`config.mk`:
```
export PLATFORM = sky130hd
export DESIGN_NAME = apu_frame_counter
export DESIGN_NICKNAME = d
export VERILOG_FILES = /design/src/rtl/apu_frame_counter.sv
export SDC_FILE = /design/constraint.sdc
export NUM_CORES = 1
export LEC_CHECK = 0
export BUFFER_PORTS_ARGS = -buffer_cell sky130_fd_sc_hd__buf_2
export CAP_MARGIN = 20
export CORE_MARGIN = 5
export CORE_UTILIZATION = 46
export DETAILED_ROUTE_END_ITERATION = 10
export PLACE_DENSITY_LB_ADDON = 0.12
export SLEW_MARGIN = 40
export SYNTH_ARGS = -nofsm -noshare
export SYNTH_HDL_FRONTEND = slang
export SYNTH_SLANG_ARGS = --single-unit
```
`constraint.sdc`:
```
create_clock -name CLK -period 4.55 [get_ports CLK]
set_input_delay 0.2275 -clock CLK [delete_from_list [all_inputs] [get_ports CLK]]
set_output_delay 0.2275 -clock CLK [all_outputs]
set_load 0.005 [all_outputs]
```
`src/rtl/apu_frame_counter.sv`:
```
// APU frame counter: divides ACLK1 ticks into quarter/half-frame strobes (nLFO1/nLFO2) in 4-step or
// 5-step mode programmed by $4017. Define FRAME_IRQ_EN to build the frame interrupt flag and n_IRQ.
module apu_frame_counter #(
  parameter int STEP_PERIOD = 3728,
  parameter int CNT_W       = 15
) (
  input  logic       CLK,
  input  logic       n_RES,
  input  logic       ACLK1,
  input  logic       W4017,
  input  logic [7:0] DB,
  input  logic       n_R4015,
  output logic       nLFO1,
  output logic       nLFO2,
  output logic       INT_FF,
  output logic       n_IRQ
);

  typedef enum logic {
    MODE_4STEP = 1'b0,
    MODE_5STEP = 1'b1
  } seq_mode_e;

  localparam logic [CNT_W-1:0] STEP1 = CNT_W'(1 * STEP_PERIOD);
  localparam logic [CNT_W-1:0] STEP2 = CNT_W'(2 * STEP_PERIOD);
  localparam logic [CNT_W-1:0] STEP3 = CNT_W'(3 * STEP_PERIOD);
  localparam logic [CNT_W-1:0] STEP4 = CNT_W'(4 * STEP_PERIOD);
  localparam logic [CNT_W-1:0] STEP5 = CNT_W'(5 * STEP_PERIOD);

  seq_mode_e        mode_q, mode_d;
  logic [CNT_W-1:0] cnt_q, cnt_d, cnt_inc;
  logic             pend_q, pend_d;
  logic             lfo1_n_q, lfo1_n_d;
  logic             lfo2_n_q, lfo2_n_d;
  logic [4:0]       step_hit;
  logic             quarter, half, frame_end;
  logic             frame_irq_set;

  always_comb begin
    // NOTE: every signal written here gets a default first, so no path leaves one unassigned
    // and no latch is inferred.
    cnt_inc       = cnt_q + CNT_W'(1);
    step_hit      = {cnt_inc == STEP5, cnt_inc == STEP4, cnt_inc == STEP3,
                     cnt_inc == STEP2, cnt_inc == STEP1};
    quarter       = 1'b0;
    half          = 1'b0;
    frame_end     = 1'b0;
    cnt_d         = cnt_q;
    pend_d        = pend_q;
    mode_d        = mode_q;
    lfo1_n_d      = lfo1_n_q;
    lfo2_n_d      = lfo2_n_q;
    frame_irq_set = 1'b0;

    if (mode_q == MODE_4STEP) begin
      quarter   = |step_hit[3:0];
      half      = step_hit[1] | step_hit[3];
      frame_end = step_hit[3];
    end else begin
      quarter   = (|step_hit[2:0]) | step_hit[4];
      half      = step_hit[1] | step_hit[4];
      frame_end = step_hit[4];
    end

    // Strobes are held from one tick to the next, so they only change on a tick.
    if (ACLK1) begin
      lfo1_n_d = 1'b1;
      lfo2_n_d = 1'b1;
      if (pend_q) begin
        // A pending restart takes this tick outright; any step due now is dropped.
        cnt_d  = '0;
        pend_d = 1'b0;
        if (mode_q == MODE_5STEP) begin
          lfo1_n_d = 1'b0;
          lfo2_n_d = 1'b0;
        end
      end else begin
        cnt_d    = frame_end ? '0 : cnt_inc;
        lfo1_n_d = ~quarter;
        lfo2_n_d = ~half;
        frame_irq_set = frame_end && (mode_q == MODE_4STEP);
      end
    end

    // A write landing on a tick edge is only latched; its restart waits for the next tick.
    if (W4017) begin
      mode_d = seq_mode_e'(DB[7]);
      pend_d = 1'b1;
    end
  end

  always_ff @(posedge CLK or negedge n_RES) begin
    // NOTE: sequential state uses non-blocking assignments so every register samples the
    // pre-edge values and simulation order cannot change the result.
    if (!n_RES) begin
      cnt_q    <= '0;
      mode_q   <= MODE_4STEP;
      pend_q   <= 1'b0;
      lfo1_n_q <= 1'b1;
      lfo2_n_q <= 1'b1;
    end else begin
      cnt_q    <= cnt_d;
      mode_q   <= mode_d;
      pend_q   <= pend_d;
      lfo1_n_q <= lfo1_n_d;
      lfo2_n_q <= lfo2_n_d;
    end
  end

  assign nLFO1 = lfo1_n_q;
  assign nLFO2 = lfo2_n_q;

`ifdef FRAME_IRQ_EN
  logic inhibit_q, inhibit_d;
  logic int_q, int_d;

  always_comb begin
    inhibit_d = W4017 ? DB[6] : inhibit_q;
    int_d     = int_q;
    if (!n_R4015 || (W4017 && DB[6])) begin
      int_d = 1'b0;
    end
    // Setting the flag beats any clear on the same edge.
    if (frame_irq_set && !inhibit_q) begin
      int_d = 1'b1;
    end
  end

  always_ff @(posedge CLK or negedge n_RES) begin
    if (!n_RES) begin
      inhibit_q <= 1'b0;
      int_q     <= 1'b0;
    end else begin
      inhibit_q <= inhibit_d;
      int_q     <= int_d;
    end
  end

  assign INT_FF = int_q;
  assign n_IRQ  = ~(int_q & ~inhibit_q);

  logic unused_db;
  assign unused_db = ^DB[5:0];
`else
  assign INT_FF = 1'b0;
  assign n_IRQ  = 1'b1;

  logic unused_irq;
  assign unused_irq = ^{DB[6:0], n_R4015, frame_irq_set};
`endif

endmodule
```
==> impl_metrics.py <==
metrics = {
    "run_status": {
        "status": "completed",
    },
    "pwr": {
        "power_density_nw_per_um2": 204.6,
        "seqPwrFrac": 0.608,
        "fin_total_pwr_w": 0.0003071,
        "power.internal_w": 0.0002231,
        "leakagePower_nw": 0.5085,
        "ir_drop_mv": 0.1471,
        "pwr-share-comb": 0.108,
        "swShare": 0.2736,
        "p_clk_frac": 0.284,
        "p_sw_w": 0.00008403,
    },
    "detailed_routing": {
        "drtPass1Iterations": 4,
        "drt-vias-per-instance": 6.210,
        "wl_per_cell_um": 17.15,
        "wl_um": 3602,
        "initialDrtViolationCount": 159,
        "drcViolationCount": 0,
        "ant_nets": 0,
        "routed-via-count": 1304,
    },
    "floorplanning": {
        "fp.dieH_um": 66.78,
        "start_util": 0.4817,
        "die_area_sq_um": 4459,
        "num_rows": 20,
        "io_pins": 17,
        "fp.dieW_um": 66.78,
        "core_region_area_sq_um": 3078,
    },
    "layout": {
        "area_growth_pct": 1.266,
        "fin_nets": 181,
        "n_antenna_cell": 0,
        "finish.utilization": 0.4878,
        "drive_above_1_share": 0.1325,
    },
    "synth": {
        "syn-instance-count": 171,
        "syn_area_sq_um": 1483,
        "ys_types": 51,
        "synth_flop_cell": "dfrtp_1",
        "yosys-top-cells-area": "dfrtp_1 (29%), buf_4 (5.6%), nand2_1 (4.3%), xnor2_1 (4.1%), dfstp_2 (3.5%)",
        "synth_seq_area_share": 0.3224,
        "synth-edff-count": 0,
        "async_flop_share": 1.000,
        "yosys_warnings": 0,
        "synth_common_cells": "dfrtp_1 (17), nand2_1 (17), buf_4 (11), nor2_1 (11), nand3_1 (9)",
        "synth-seq-cells": 19,
        "yosysTopAreaCellShare": 0.2869,
        "synth_fp_nets": 185,
        "synth_top_area_cell": "dfrtp_1",
        "avgSynthCellArea_sq_um": 8.671,
    },
    "sta": {
        "fin_crit_sh": 0.6668,
        "skew_ns": 0.005162,
        "hold_ws_ns": 0.1202,
        "fin_crit_ns": 3.034,
        "drv_slew": 0,
        "max_slew_margin": 0.6356,
        "hold_viol": 0,
        "finalSetupViolations": 0,
        "fmax_mhz": 329.6,
        "rsz0062_at_grt": "no",
        "worstMarginPinSlew_ns": 0.5432,
        "fin_tns_setup_ns": 0,
    },
    "placed_design": {
        "place.gp.congestion": 0.9212,
        "numPortBuffers": 6,
        "dp_hpwl_um": 2603,
    },
    "cts": {
        "clk_pin_slew_ns": 0.11,
        "cts_tree": "built",
        "clock_latency_ns": 0.30,
        "cts_made_buffers": 3,
        "clock_sink_count": 19,
        "h-tree-depth": 1,
        "post_cts_buffers": 0,
        "clock_path_buffers": 2,
        "root_buffer": "clkbuf_4",
    },
    "critical_path": {
        "critPathKind": "register to register",
        "crit_arrival_ns": 3.21,
        "cp-end-kind": "register",
        "path_max_fanout": 8,
        "startpoint_type": "register",
        "cp.required_ns": 4.73,
    },
    "grt": {
        "grt_pass1_wl_um": 6279,
        "overflow": 0,
        "antenna_found_initial": 0,
        "grt_use_total": 0.1854,
        "grt_pass1_vias": 1246,
        "grt_max_degree": 20,
    },
    "flow_run": {
        "drv_cap": 0,
    },
    "worst_hold_path": {
        "min_path_type": "input port to register",
    },
}
-- per-layer routing --
layer  GRT usage  up-vias  part of all wire
met5           0        -                 0
met4     0.05584        0             0.026
met3     0.04722       12             0.078
met2      0.2587       62              0.42
met1      0.2756      604              0.47
li1            -      626                 -
-- metrics by stage --
| stage | cells | setup WS, ns | area [sq um] |
|---|---|---|---|
| after global routing | 210 | 1.344 | 1501 |
| final | 210 | 1.516 | 1501 |
| after CTS | 210 | 1.601 | 1501 |
| after floorplan | 171 | 2.098 | 1483 |
| after detailed placement | 205 | 1.653 | 1464 |
| after global placement | 205 | 1.622 | 1464 |
-- cell families after synthesis --
| family | synth area share |
|---|---|
| buffers and inverters | 0.08523 |
| and+or+nand+nor | 0.2599 |
| adders and majority gates | 0.008437 |
| other | 0.005065 |
| DFF | 0.3224 |
| xor gates and xnor gates | 0.05908 |
| AOI/OAI and AO/OA | 0.2253 |
| muxes | 0.03460 |
-- worst paths after layout --
| path | end | cells past startpoint | from | slack, ns |
|---|---|---|---|---|
| setup / recovery | cnt_q[7] | 8 | cnt_q[0] | 1.52 |
| hold / removal | pend_q | 2 | W4017 | 0.12 |
| setup reg to reg | cnt_q[7] | 8 | cnt_q[0] | 1.52 |
| hold reg to reg | cnt_q[14] | 1 | cnt_q[14] | 0.56 |
| max in group asynchronous | nLFO2 | 2 | n_RES | 3.82 |
| min in group asynchronous | cnt_q[4] | 2 | n_RES | 0.39 |
-- layout by cell type, fill, tap and decap left out, types with 5 or more instances in the layout --
cell       instances
xnor2_1            7
nand4_1            7
nor4_1             5
a31oi_1            5
dfrtp_1           17
o21ai_0            5
o2bb2ai_1          5
nor3_1             5
nand3_1            9
buf_2              6
inv_1              5
nand2_1           17
nor2_1            11
-- power by group through the flow --
stage,sequential (W),combinational [W],clock (W)
finish,0.000187,0.0000332,0.0000873
detailed placement,0.000189,0.0000329,0
global route,0.000188,0.0000372,0.000101
global placement,0.000189,0.0000321,0
CTS,0.000187,0.0000336,0.0000924
floorplan,0.000185,0.0000254,0
-- registers in the layout, indices dropped and copies added, names as in the netlist --
| name | cells |
|---|---|
| pend_q | 1 |
| nLFO2 | 1 |
| cnt_q | 15 |
| nLFO1 | 1 |
| mode_q | 1 |
-- cell type report --
type | count | area [sq um]
clock buffers | 3 | 22.52
clock inverters | 1 | 5.005
fillers | 305 | 1577
inverters | 6 | 22.52
multi-input cells | 130 | 878.3
flip-flops and latches | 19 | 478.0
well taps | 44 | 55.05
repair buffers | 7 | 40.04
-- worst max-delay path, cell delays in order (launching register included) --
cell      delay [ns]
dfrtp_1         0.51
ha_1            0.27
and3_1          0.39
nand4_1         0.16
xor2_1          0.42
o211ai_1        0.24
or4_4           0.57
a31oi_1         0.22
o22ai_1         0.13
-- timing repair --
| action | CTS | global route |
|---|---|---|
| hold buffers | 1 | 0 |
| resized for setup | 0 | 0 |
| hold endpoints to repair | 17 | 0 |
Power figures use the tool's default switching activity.
